==> src/rtl/smc_fan_tach_meas.sv <==
// -----------------------------------------------------------------------------
// smc_fan_tach_meas
//
// Measures the two blower-cabinet fan tachometers for the SMC monitor register
// file. Each channel is synchronised, glitch-filtered and rising-edge counted
// over a fixed gate window. At the end of every window the counts are loaded
// into the result registers, unless the 8051 is in the middle of a multi-byte
// read (I_freeze). Stall detection runs every window regardless of I_freeze.
//
// Ports
//   I_clk          system clock
//   I_reset        synchronous, active-high reset
//   I_fan0_tach    raw FAN0 tach (asynchronous)
//   I_fan1_tach    raw FAN1 tach (asynchronous)
//   I_freeze       blocks result update while high at window end
//   O_fan0_count   FAN0 rising edges in the last accepted window
//   O_fan1_count   FAN1 rising edges in the last accepted window
//   O_fan0_stall   FAN0 stalled
//   O_fan1_stall   FAN1 stalled
//   O_fan_fault    registered OR of the stall flags
//   O_valid        one-cycle pulse when new counts were loaded
// -----------------------------------------------------------------------------
module smc_fan_tach_meas #(
   parameter int PRESCALE_DIV  = 1000,
   parameter int GATE_TICKS    = 1000,
   parameter int CNT_W         = 16,
   parameter int SYNC_STAGES   = 2,
   parameter int FILT_LEN      = 4,
   parameter int STALL_WINDOWS = 2
) (
   input  logic             I_clk,
   input  logic             I_reset,
   input  logic             I_fan0_tach,
   input  logic             I_fan1_tach,
   input  logic             I_freeze,
   output logic [CNT_W-1:0] O_fan0_count,
   output logic [CNT_W-1:0] O_fan1_count,
   output logic             O_fan0_stall,
   output logic             O_fan1_stall,
   output logic             O_fan_fault,
   output logic             O_valid
);

   localparam int PRESC_W = (PRESCALE_DIV > 1) ? $clog2(PRESCALE_DIV) : 1;
   localparam int WIN_W   = (GATE_TICKS > 1) ? $clog2(GATE_TICKS) : 1;
   localparam int FILT_W  = $clog2(FILT_LEN + 1);
   localparam int ZW_W    = $clog2(STALL_WINDOWS + 1);

   localparam logic [PRESC_W-1:0] PRESC_LAST = PRESC_W'(PRESCALE_DIV - 1);
   localparam logic [WIN_W-1:0]   WIN_LAST   = WIN_W'(GATE_TICKS - 1);
   localparam logic [FILT_W-1:0]  FILT_LAST  = FILT_W'(FILT_LEN - 1);
   localparam logic [ZW_W-1:0]    ZW_SAT     = ZW_W'(STALL_WINDOWS);
   localparam logic [CNT_W-1:0]   CNT_MAX    = {CNT_W{1'b1}};

   // --------------------------------------------------------------------------
   // Gate timing: prescaler and window counter
   // --------------------------------------------------------------------------
   logic [PRESC_W-1:0] presc_q, presc_d;
   logic [WIN_W-1:0]   win_q, win_d;
   logic               tick;
   logic               win_end;

   always_comb begin
      tick    = (presc_q == PRESC_LAST);
      win_end = tick && (win_q == WIN_LAST);
      presc_d = tick ? '0 : presc_q + PRESC_W'(1);
      win_d   = win_q;
      if (tick) begin
         win_d = (win_q == WIN_LAST) ? '0 : win_q + WIN_W'(1);
      end
   end

   always_ff @(posedge I_clk) begin
      if (I_reset) begin
         presc_q <= '0;
         win_q   <= '0;
      end else begin
         presc_q <= presc_d;
         win_q   <= win_d;
      end
   end

   // --------------------------------------------------------------------------
   // Per-channel measurement
   // --------------------------------------------------------------------------
   logic [CNT_W-1:0] res_w   [2];
   logic             stall_w [2];

   for (genvar ch = 0; ch < 2; ch++) begin : g_ch
      logic                   tach_raw;
      logic                   samp;
      logic [SYNC_STAGES-1:0] sync_q, sync_d;
      logic [FILT_W-1:0]      filt_cnt_q, filt_cnt_d;
      logic                   filt_lvl_q, filt_lvl_d;
      logic                   filt_prev_q, filt_prev_d;
      logic                   rise;
      logic [CNT_W-1:0]       edge_cnt_q, edge_cnt_d;
      logic [CNT_W-1:0]       res_q, res_d;
      logic [ZW_W-1:0]        zwin_q, zwin_d;
      logic                   stall_q, stall_d;

      assign tach_raw = (ch == 0) ? I_fan0_tach : I_fan1_tach;

      always_comb begin
         sync_d = {sync_q[SYNC_STAGES-2:0], tach_raw};
         samp   = sync_q[SYNC_STAGES-1];

         // Run-length filter: the level only follows the input after
         // FILT_LEN consecutive samples that disagree with it.
         filt_lvl_d = filt_lvl_q;
         filt_cnt_d = '0;
         if (samp != filt_lvl_q) begin
            if (filt_cnt_q == FILT_LAST) begin
               filt_lvl_d = samp;
            end else begin
               filt_cnt_d = filt_cnt_q + FILT_W'(1);
            end
         end

         filt_prev_d = filt_lvl_q;
         rise        = filt_lvl_q & ~filt_prev_q;

         // An edge arriving on the window-end cycle seeds the next window
         // so it is neither dropped nor counted twice.
         edge_cnt_d = edge_cnt_q;
         if (win_end) begin
            edge_cnt_d = {{(CNT_W-1){1'b0}}, rise};
         end else if (rise && (edge_cnt_q != CNT_MAX)) begin
            edge_cnt_d = edge_cnt_q + CNT_W'(1);
         end

         res_d = res_q;
         if (win_end && !I_freeze) begin
            res_d = edge_cnt_q;
         end

         // Stall tracking sees every window, frozen or not.
         zwin_d  = zwin_q;
         stall_d = stall_q;
         if (win_end) begin
            if (edge_cnt_q == '0) begin
               zwin_d  = (zwin_q == ZW_SAT) ? zwin_q : zwin_q + ZW_W'(1);
               stall_d = (zwin_d == ZW_SAT);
            end else begin
               zwin_d  = '0;
               stall_d = 1'b0;
            end
         end
      end

      always_ff @(posedge I_clk) begin
         if (I_reset) begin
            sync_q      <= '0;
            filt_cnt_q  <= '0;
            filt_lvl_q  <= 1'b0;
            filt_prev_q <= 1'b0;
            edge_cnt_q  <= '0;
            res_q       <= '0;
            zwin_q      <= '0;
            stall_q     <= 1'b0;
         end else begin
            sync_q      <= sync_d;
            filt_cnt_q  <= filt_cnt_d;
            filt_lvl_q  <= filt_lvl_d;
            filt_prev_q <= filt_prev_d;
            edge_cnt_q  <= edge_cnt_d;
            res_q       <= res_d;
            zwin_q      <= zwin_d;
            stall_q     <= stall_d;
         end
      end

      assign res_w[ch]   = res_q;
      assign stall_w[ch] = stall_q;
   end

   // --------------------------------------------------------------------------
   // Shared status
   // --------------------------------------------------------------------------
   logic valid_q, valid_d;
   logic fault_q, fault_d;

   always_comb begin
      valid_d = win_end && !I_freeze;
      fault_d = stall_w[0] | stall_w[1];
   end

   always_ff @(posedge I_clk) begin
      if (I_reset) begin
         valid_q <= 1'b0;
         fault_q <= 1'b0;
      end else begin
         valid_q <= valid_d;
         fault_q <= fault_d;
      end
   end

   assign O_fan0_count = res_w[0];
   assign O_fan1_count = res_w[1];
   assign O_fan0_stall = stall_w[0];
   assign O_fan1_stall = stall_w[1];
   assign O_fan_fault  = fault_q;
   assign O_valid      = valid_q;

endmodule

==> config.mk <==
export PLATFORM = sky130hd
export DESIGN_NAME = smc_fan_tach_meas
export DESIGN_NICKNAME = d
export VERILOG_FILES = /design/src/rtl/smc_fan_tach_meas.sv
export SDC_FILE = /design/constraint.sdc
export NUM_CORES = 1
export LEC_CHECK = 0
export ABC_AREA = 1
export CORE_MARGIN = 1.5
export CORE_UTILIZATION = 58
export DETAILED_ROUTE_END_ITERATION = 6
export PLACE_DENSITY_LB_ADDON = 0.15
export SYNTH_ARGS = -nofsm -noshare
export SYNTH_HDL_FRONTEND = slang
export SYNTH_SLANG_ARGS = --single-unit
==> constraint.sdc <==
create_clock -name I_clk -period 1.8 [get_ports I_clk]
set_input_delay 0.27 -clock I_clk [delete_from_list [all_inputs] [get_ports I_clk]]
set_output_delay 0.27 -clock I_clk [all_outputs]
set_load 0.005 [all_outputs]
; Word-level counts from Yosys, hierarchy flattened
; Cells that the tools add are included.
; Widths: inputs -> output; s select.
[op_classes]
bitwise = 7
add_sub_neg = 8
n_mux = 11
n_eq_ne = 12
reduce_logical = 15
[ops]
columns = op, count
row1 = $add 16x1->16 const B, 2
row2 = $logic_not 16->1, 2
row3 = $ne 16x16->1 const B, 2
row4 = $add 10x1->10 const B, 2
row5 = $eq 10x10->1 const B, 2
row6 = $mux 10, 1
row7 = $eq 2x2->1 const B, 4
row8 = $mux 2, 4
row9 = $add 3x1->3 const B, 2
row10 = $eq 3x2->1 const B, 2
row11 = $mux 1, 6
row12 = $reduce_or 3->1, 2
row13 = $add 2x1->2 const B, 2
row14 = $logic_and 1x1->1, 4
row15 = $not 1->1, 4
row16 = $reduce_and 2->1, 2
row17 = $reduce_bool 2->1, 2
row18 = $reduce_or 2->1, 2
row19 = $and 1x1->1, 2
row20 = $ne 1x1->1, 2
row21 = $logic_not 1->1, 1
row22 = $or 1x1->1, 1
[word_totals]
word_cells = 75
reg_bits = 106

; Depth between registers and ports, before layout
; Gate-level depths: netlist of run 1.
[logic_depth]
ltp_word = 5
depth_mapped = 11

; Least setup slack after synthesis of run 1
; OpenSTA, ideal clock, no wires.
[synth_timing]
path_type = register to register
from = reg presc_q[0]
to = reg g_ch[0].res_q[13] (netlist: O_fan0_count[13])
stages_incl_launch_ff = 10
arrival_time_ns = 1.432
n_path_buf = 1
path_slack_ns = 0.253
path_cell_list = dfxtp_1 -> ha_1 -> nand2_2 -> nor2_2 -> nand3_4 -> nor2_8 -> nand2_4 -> buf_6 -> o21ai_1 -> nor2_1
[synth_between]
elab_chain_len = 3
[synth_lines]
columns = item, line
row1 = "start, declared", 58  ; logic [PRESC_W-1:0] presc_q, presc_d;
row2 = "start signal, assigned", 78  ; presc_q <= presc_d;
row3 = $eq 10x10->1, 64  ; tick = (presc_q == PRESC_LAST);
row4 = $logic_and 1x1->1, 65  ; win_end = tick && (win_q == WIN_LAST);
row5 = $logic_and 1x1->1, 133  ; if (win_end && !I_freeze) begin
row6 = "end signal, assigned", 167  ; res_q <= res_d;
row7 = "end, declared", 98  ; logic [CNT_W-1:0] res_q, res_d;
; No other way between the ends.
; A chain may end at the register's enable or synchronous reset.

; Worst setup path after layout of run 1
[layout_timing]
from = reg presc_q[1]
to = reg win_q[4]
[layout_between]
elab_chain_len = 1
[layout_lines]
columns = item, line
row1 = $eq 10x10->1, 64
row2 = "end signal, assigned", 79  ; win_q <= win_d;
row3 = "end, declared", 59  ; logic [WIN_W-1:0] win_q, win_d;
; No other way between the ends.

==> out/results.tsv, run 1 <==
metric	value	unit
WP data required	2.07	ns
average cell area after synthesis	6.81	sq um
WL/cell	12.9	microns
reg2reg setup slack	0.12	ns
Critical R2R Launch	presc_q[1]	
layout cells sized above 1	0.122	
leakage power	2.56	nW
maximum vdd drop	0.504	mV
Final ANT Viol Nets	0	
Crit. End Element	register	
layout net count	838	
outcome	finished clean	
total wire length	12.0	mm
Netlist cell types	31	
register bit total from synthesis	104	
end of the critical path	win_q[4]	
met1 Use GR	0.327	
HP Class	in2reg	
max-slew violation count	0	
kind of critical path	reg2reg	
Via Count	4860	
Starting Density	0.603	
Fin Clk Skew	0.0139	ns
Ant. Diodes	0	
Final Instance Area	6150	sq um
First DRT Iteration DRCs	225	
CTS tree	done	
Synth Flop Type	dfxtp_1	
fraction of registers with async set or reset after synthesis	0	
syn_nets	749	
Core ar.	8260	sq um
IO Count	41	
Setup Viol. Count Final	0	
Reg2Reg Capture Point	win_q[4]	
GR Overflow Total	0	
Port Buf Inserts	40	
GR peak layer	met2	
Final HPWL DP	8.58	mm
Pre-antenna DRT Iters	5	
Setup crit start kind	register	
multi-input logic area	2440	sq um
DIE WIDTH	95.7	microns
FF/Latch Area	2080	sq um
# rows	33	
synth-to-layout area growth	23.5	%
Max FO, Critical Path	13	
M2 GR Usage	0.465	
Hold Fails Final Rpt	0	
Die ar.	9150	sq um
clk_lat worst skew	0.38	ns
most frequent cells in the layout	nand2_1 (149), nor2_1 (134), dfxtp_1 (103), inv_1 (89), a21oi_1 (66)	
Inserted Clock Buffers	9	
Max-Cap Viols	0	
yosys warns	0	
Die Y-Extent	95.7	microns
filler cell count	668	
Tightest Pin Transition	0.452	ns
RSZ-0062 raised after global routing	false	
final worst path period share	0.934	
H-tree depth	3	
hold depth	3	
Fmax	595	MHz
Cells after Synth	732	
Post-synth EDFFs	0	
Root Driver	clkbuf_8	
Post-Syn Area	4980	sq um
total track usage	0.271	
first-pass GRT wire length	19.5	mm
commonest non-fill, non-tap cell in the layout	nand2_1	
register area share after synthesis	0.418	
Worst-path clk slew	0.10	ns
largest net degree at the start of global routing	36	
Pwr Density	675	nW/um^2
worst path arrival time	1.95	ns
crit path launch	presc_q[1]	
gpl congestion	0.894	
Worst Reg2Reg Path Length in Cells	9	
clock tree sinks	104	
Cell Area, Placed	5860	sq um
DR vias/cell	5.22	
initial antenna violation count	0	
Hold Buf Count CTS	0	
drt drc	0	
number of global-route vias before repair	4555	
crit path time final	1.68	ns
relative slew slack	0.698	
overall power	4.15	mW
Max clock buf depth	2	
M3 GR Usage	0.0614	
-- timing repair --
| item | 4_1_cts | 5_1_grt |
|---|---|---|
| buffers inserted | 0 | 2 |
| cloned | 0 | 0 |
| hold endpoints to repair | 0 | 0 |
| resized for setup | 3 | 11 |
| endpoints found under the setup margin | 31 | 71 |
| pin swaps | 0 | 2 |
-- cell type report --
type	count	share of cell area
Clock inverter	6	0.0163
Sequential cell	104	0.339
Tap cell	105	0.0214
Inverter	90	0.0553
Timing Repair Buffer	106	0.150
Clock buffer	10	0.0224
Multi-Input combinational cell	510	0.397
-- state kept, by name, indices dropped and copies added (netlist names) --
name	cells
O_valid	1
g_ch.filt_prev_q	2
win_q	10
g_ch.zwin_q	4
presc_q	10
O_fan_fault	1
g_ch.sync_q	4
g_ch.edge_cnt_q	32
g_ch.filt_cnt_q	6
O_fan0_count	16
g_ch.filt_lvl_q	2
O_fan1_count	16
-- synthesized netlist by cell type (2+ instances only) --
library cell  instances  area [sq um]
o211ai_1              2          15.0
nor2_1              138           518
buf_2                 9          45.0
inv_1                89           334
o21ai_0              12          60.1
xor2_1               11          96.3
ha_1                 12           150
nor3_1               11          55.1
buf_4                 4          30.0
a21oi_1              66           330
dfxtp_1             104          2080
o21ai_2               2          17.5
buf_6                 3          33.8
nand3_1              53           265
clkbuf_2              3          15.0
o21ai_1              30           150
nand2_1             149           559
nand4_1              11          68.8
clkbuf_1              8          30.0
nor2_2                4          25.0
-- kinds of logic after synthesis --
| family | Yosys count | synth area share |
|---|---|---|
| AO/OA/AOI/OAI | 112 | 0.115 |
| XOR/XNOR | 12 | 0.0211 |
| adder cells (fa/ha/maj) | 12 | 0.0301 |
| buffers and inverters | 118 | 0.0997 |
| flip-flops | 104 | 0.418 |
| AND/OR/NAND/NOR | 374 | 0.316 |
-- per-layer routing --
layer  wire length [microns]  share of wire
met1                    5470           0.46
met2                    5830           0.49
met3                     536          0.045
met4                     179          0.015
met5                       0              0
-- critical path: stages, from the launching register on --
cell and delay [ns]:
dfxtp_1 0.38, ha_2 0.21, nand2_2 0.11, nor2_4 0.12, nand3_4 0.12, nor2_8 0.20
nor2_2 0.09, buf_4 0.19, o21ai_0 0.09, nor2_1 0.06
-- through the flow --
step	hold WS, ns	setup TNS (ns)	setup slack, ns	std cells	utilization
5_1_grt	0.411	0	0.000520	931	0.745
2_1_floorplan	0.349	0	0.253	732	-
3_5_place_dp	0.400	-6.27	-0.310	913	0.710
4_1_cts	0.397	0	0.0166	929	0.740
6_report	0.405	0	0.119	931	0.745
3_3_place_gp	0.394	-3.92	-0.203	913	0.710
-- report_power, final --
part           internal (mW)  switching [mW]  leakage [nW]
clock network          0.846           0.855         0.121
logic                 0.0486          0.0846          1.60
registers               2.31         0.00839         0.839
total                   3.21           0.948          2.56
-- how the worst min path moves through the flow --
stage                           start                end  slack, ns
global placement    g_ch[0].sync_q[0]  g_ch[0].sync_q[1]       0.39
CTS                       I_fan0_tach  g_ch[0].sync_q[0]       0.40
floorplan                    I_freeze            O_valid       0.35
finish                    I_fan0_tach  g_ch[0].sync_q[0]       0.40
detailed placement  g_ch[0].sync_q[0]  g_ch[0].sync_q[1]       0.40
global route              I_fan0_tach  g_ch[0].sync_q[0]       0.41
Note: power is estimated with default switching activity, not from simulation.
==> run 2: changes to the inputs <==
--- a/config.mk
+++ b/config.mk
@@ -9,7 +9,7 @@
 export CORE_MARGIN = 1.5
 export CORE_UTILIZATION = 58
 export DETAILED_ROUTE_END_ITERATION = 6
-export PLACE_DENSITY_LB_ADDON = 0.15
+export PLACE_DENSITY = 0.77
 export SYNTH_ARGS = -nofsm -noshare
 export SYNTH_HDL_FRONTEND = slang
 export SYNTH_SLANG_ARGS = --single-unit
==> run 2 against run 1 <==
Compared with the run above:
- non-clock buffer count did not move
- cell count rose by 0.11%
- sequential share of layout area fell by 0.12 points
- via count rose by 0.51%
- critical endpoint is now O_fan0_count[0]
==> out/results.tsv, run 2 (synthesis results as in run 1) <==
metric	value	unit	change
outcome	finished clean		
IO Count	41		unchanged
Crit. End Element	register		
RSZ-0062 raised after global routing	false		
gpl congestion	0.861		-3.7%
total track usage	0.268		-0.00291
number of global-route vias before repair	4363		-4.2%
Max FO, Critical Path	16		+3
crit path time final	1.72	ns	+0.0416 ns
GR Overflow Total	0		unchanged
initial antenna violation count	0		unchanged
Hold Buf Count CTS	0		unchanged
clock tree sinks	104		unchanged
relative slew slack	0.689		-0.00919
Inserted Clock Buffers	9		unchanged
Finished Core Util	0.749		+0.00348
Root Driver	clkbuf_8		
Die Y-Extent	95.7	microns	unchanged
DIE WIDTH	95.7	microns	unchanged
worst path arrival time	1.99	ns	+0.04 ns
first-pass GRT wire length	19.2	mm	-1.2%
Fin Clk Skew	0.0180	ns	+0.00413 ns
Final HPWL DP	8.24	mm	-3.9%
slowest cell on the critical path	dfxtp_1		
Die ar.	9150	sq um	unchanged
reg2reg setup slack	0.08	ns	-0.04 ns
layout net count	840		+0.24%
Setup Viol. Count Final	0		unchanged
final worst path period share	0.957		+0.0231
clk_lat worst skew	0.38	ns	about the same
maximum vdd drop	0.459	mV	-9.0%
total wire length	11.8	mm	-1.8%
synth-to-layout area growth	24.1	%	
Core ar.	8260	sq um	unchanged
cell family with most CP delay	simple AND/OR/NAND/NOR gates		
# rows	33		unchanged
Setup crit start kind	register		
Biggest register	g_ch.edge_cnt_q		
WP data required	2.07	ns	about the same
max-slew violation count	0		unchanged
Port Buf Inserts	40		unchanged
Setup TNS	0	ns	unchanged
largest net degree at the start of global routing	33		-8.3%
Final ANT Viol Nets	0		unchanged
Via Count	4885		+0.51%
Worst-path clk slew	0.09	ns	about the same
layout cells sized above 1	0.126		+0.00348
HP Class	reg2reg		
Cell Chain, Critical Path	ha_1 -> nand2_1 -> nor2_2 -> nand3_2 -> nor2_8 -> buf_12 -> nand2_4 -> o21ai_1 -> nor2_1		
Worst path max stage delay	0.38	ns	about the same
overall power	4.08	mW	-1.9%
Hold Fails Final Rpt	0		unchanged
Starting Density	0.603		unchanged
kind of critical path	reg2reg		
commonest non-fill, non-tap cell in the layout	nand2_1		
Max-Cap Viols	0		unchanged
Ant. Diodes	0		unchanged
Pwr Density	659	nW/um^2	-2.3%
WL/cell	12.7	microns	-1.9%
Buf/Inv on CP	1		unchanged
Pre-antenna DRT Iters	5		unchanged
Fmax	580	MHz	-2.4%
H-tree depth	3		unchanged
First DRT Iteration DRCs	277		+23%
drt drc	0		unchanged
most frequent cells in the layout	nand2_1 (149), nor2_1 (134), dfxtp_1 (101), inv_1 (89), a21oi_1 (66)		
leakage power	2.57	nW	+0.65%
DR vias/cell	5.24		+0.41%
CTS tree	done		
Tightest Pin Transition	0.465	ns	+0.0138 ns
Max clock buf depth	2		unchanged
max FFs per register	32		unchanged
## run 2: area by class of cell
type	instances	area (sq um)
clock buffer	10	138
clock inverter	5	81.3
fill	671	2080
inverter	90	343
multi-input combinational	512	2470
sequential	104	2090
tap	105	131
timing repair buffer	106	933
## run 2: routing by layer
layer  global-route usage  vias up  wire length [microns]
li1                     -     2511                      -
met1                0.333     2238                   5390
met2                0.462      112                   5650
met3               0.0407       24                    523
met4                0.105        0                    236
met5                    0        -                      0
## run 2: final timing paths
check | cells past startpoint | end | from
max | 9 | O_fan0_count[0] | win_q[1]
min | 2 | g_ch[0].sync_q[1] | g_ch[0].sync_q[0]
max reg2reg | 9 | O_fan0_count[0] | win_q[1]
min reg2reg | 2 | g_ch[0].sync_q[1] | g_ch[0].sync_q[0]
## run 2: metrics by stage
step / worst slack [ns] / instance area [sq um] / hold slack [ns] / instances
5_1_grt: 0.00351 / 6180 / 0.421 / 932
2_1_floorplan: 0.253 / 4980 / 0.349 / 732
6_report: 0.0773 / 6180 / 0.407 / 932
3_5_place_dp: -0.376 / 5850 / 0.393 / 912
4_1_cts: 0.00755 / 6100 / 0.392 / 927
3_3_place_gp: -0.225 / 5850 / 0.391 / 912
## run 2: tightest hold or removal path, stage by stage (launching register included)
cell,delay (ns)
dfxtp_1,0.31
inv_1,0.04
nor2_1,0.03
## run 2: timing repair
action	4_1_cts	5_1_grt
buffers inserted	0	3
cloned	0	2
resized for setup	6	9
setup endpoints to repair	60	55
pin swaps	0	1
## run 2: report_power, final
part / internal (mW) / total [mW] / switching (mW) / leakage (nW)
clock network: 0.814 / 1.62 / 0.810 / 0.108
logic: 0.0473 / 0.132 / 0.0851 / 1.63
registers: 2.31 / 2.32 / 0.00798 / 0.840
total: 3.17 / 4.08 / 0.903 / 2.57
==> run 3: changes to the inputs <==
--- a/config.mk
+++ b/config.mk
@@ -6,6 +6,7 @@
 export NUM_CORES = 1
 export LEC_CHECK = 0
 export ABC_AREA = 1
+export CAP_MARGIN = 20
 export CORE_MARGIN = 1.5
 export CORE_UTILIZATION = 58
 export DETAILED_ROUTE_END_ITERATION = 6
==> run 3 against run 2 <==
Compared with the run above:
- critical path type unchanged
- power down 1.3%
- cell area decreased by 0.38%
- wire length fell by 0.97%
- highest routed layer unchanged
==> out/results.tsv, run 3 (synthesis results as in run 1) <==
metric	value	unit	change
clk_lat worst skew	0.37	ns	about the same
overall power	4.02	mW	-1.3%
total wire length	11.7	mm	-0.97%
Biggest register	g_ch.edge_cnt_q		
worst path arrival time	1.97	ns	-0.02 ns
DIE WIDTH	95.7	microns	unchanged
Hold Buf Count CTS	0		unchanged
relative slew slack	0.711		+0.0215
dpl ws	-0.320	ns	+0.0563 ns
total track usage	0.263		-0.00482
Final Instance Area	6160	sq um	-0.38%
top routing layer in use	met4		
RSZ-0062 raised after global routing	false		
DR vias/cell	5.24		about the same
Finished Core Util	0.746		-0.00288
leakage power	2.56	nW	-0.52%
multi-input logic area	2460	sq um	-0.46%
Max-Cap Viols	0		unchanged
maximum vdd drop	0.447	mV	-2.6%
CTS tree	done		
Via Count	4887		+0.041%
Reg2Reg Capture Point	O_fan0_count[15]		
layout net count	840		unchanged
Root Driver	clkbuf_8		
hold depth	3		+1
WP depth	9		unchanged
Max clock buf depth	2		unchanged
Critical R2R Launch	win_q[1]		
max FFs per register	32		unchanged
Fin Clk Skew	0.00823	ns	-0.00980 ns
Starting Density	0.603		unchanged
Setup crit start kind	register		
GR Overflow Total	0		unchanged
reg2reg setup slack	0.10	ns	+0.02 ns
Buf/Inv on CP	1		unchanged
number of global-route vias before repair	4310		-1.2%
hold endpoint	g_ch[0].sync_q[0]		
Tightest Pin Transition	0.433	ns	-0.0322 ns
Cell Area, Placed	5870	sq um	+0.19%
Ant. Diodes	0		unchanged
WP data required	2.07	ns	about the same
Final ANT Viol Nets	0		unchanged
drt drc	0		unchanged
layout cells sized above 1	0.125		-0.00121
HP Class	in2reg		
initial antenna violation count	0		unchanged
Crit. End Element	register		
Final HPWL DP	8.28	mm	+0.44%
Die ar.	9150	sq um	unchanged
slowest cell on the critical path	dfxtp_1		
largest net degree at the start of global routing	33		unchanged
final setup margin	0.102	ns	+0.0249 ns
Port Buf Inserts	40		unchanged
First DRT Iteration DRCs	310		+12%
outcome	finished clean		
beginning of the worst hold path	I_fan0_tach		
# rows	33		unchanged
max-slew violation count	0		unchanged
Worst Reg2Reg Path Length in Cells	9		unchanged
final worst path period share	0.943		-0.0138
clock tree sinks	104		unchanged
Inst Count DP	913		+0.11%
most frequent cells in the layout	nand2_1 (149), nor2_1 (134), dfxtp_1 (102), inv_1 (89), a21oi_1 (66)		
Cell Chain, Critical Path	ha_1 -> nand2_1 -> nor2_2 -> nand3_2 -> nor2_8 -> buf_4 -> nand2_4 -> o21ai_1 -> nor2_1		
Layout Cells excl Fill	932		unchanged
Worst-path clk slew	0.10	ns	about the same
commonest non-fill, non-tap cell in the layout	nand2_1		
Inserted Clock Buffers	9		unchanged
M1 wire length	5.22	mm	-3.1%
Setup Viol. Count Final	0		unchanged
kind of critical path	reg2reg		
Pwr Density	654	nW/um^2	-0.88%
DR WL met3	636	microns	+22%
WL met2	5.63	mm	-0.35%
IO Count	41		unchanged
Pre-antenna DRT Iters	7		+2
first-pass GRT wire length	18.9	mm	-1.5%
Max FO, Critical Path	16		unchanged
synth-to-layout area growth	23.6	%	
gpl congestion	0.861		unchanged
H-tree depth	3		unchanged
filler cell count	674		+0.45%
cell family with most CP delay	simple AND/OR/NAND/NOR gates		
WL/cell	12.5	microns	-0.97%
Fmax	589	MHz	+1.5%
Worst path max stage delay	0.39	ns	about the same
crit path time final	1.70	ns	-0.0249 ns
Die Y-Extent	95.7	microns	unchanged
Hold Fails Final Rpt	0		unchanged
Core ar.	8260	sq um	unchanged
FF/Latch Area	2080	sq um	about the same
==> run 3: cell types whose count changed in the layout (fill, tap and decap cells not counted), sizes merged <==
cell	before	now
buf	66	67
clkbuf	10	9
nand2	153	152
clkinvlp	1	2
==> run 3: power breakdown <==
group | switching (mW) | internal (mW) | total [mW]
clock network | 0.804 | 0.771 | 1.57
logic | 0.0841 | 0.0473 | 0.131
registers | 0.00795 | 2.31 | 2.32
==> run 3: worst max path at each step <==
stage	from	endpoint	slack, ns
6_report	win_q[1]	O_fan0_count[15]	0.10
4_1_cts	win_q[0]	O_fan1_count[1]	0.003
2_1_floorplan	presc_q[0]	O_fan0_count[13]	0.25
3_3_place_gp	g_ch[0].edge_cnt_q[0]	g_ch[0].edge_cnt_q[13]	-0.22
3_5_place_dp	g_ch[1].edge_cnt_q[0]	g_ch[1].edge_cnt_q[5]	-0.32
5_1_grt	presc_q[1]	O_fan0_count[12]	0.004
==> run 3: worst register-to-register path: stages (launching register included) <==
cell,delay [ns]
dfxtp_1,0.39
ha_1,0.18
nand2_1,0.11
nor2_2,0.15
nand3_2,0.14
nor2_8,0.13
buf_4,0.15
nand2_4,0.13
o21ai_1,0.18
nor2_1,0.05
==> run 3: area by class of cell <==
| type | count | share of cell area |
|---|---|---|
| flip-flops and latches | 104 | 0.338 |
| repair buffers | 107 | 0.151 |
| multi-input cells | 511 | 0.399 |
| clock buffers | 9 | 0.0201 |
| well taps | 105 | 0.0213 |
| clock inverters | 6 | 0.0138 |
| inverters | 90 | 0.0557 |
==> run 3: metal layers <==
layer  GRT usage  vias up
met4       0.105        0
met3      0.0423       21
met1       0.322     2208
li1            -     2502
met2       0.458      156
met5           0        -
==> run 3: stage by stage <==
stage	hold slack (ns)	setup TNS, ns
6_report	0.407	0
5_1_grt	0.427	0
4_1_cts	0.391	0
3_5_place_dp	0.396	-3.02
3_3_place_gp	0.391	-4.28
2_1_floorplan	0.349	0
==> run 3: what timing repair did <==
item                                    4_1_cts  5_1_grt
pin swaps                                     0        1
hold endpoints to repair                      0        0
cloned                                        0        1
setup buffers                                 0        3
resized for setup                             3       13
endpoints found under the setup margin       33       69
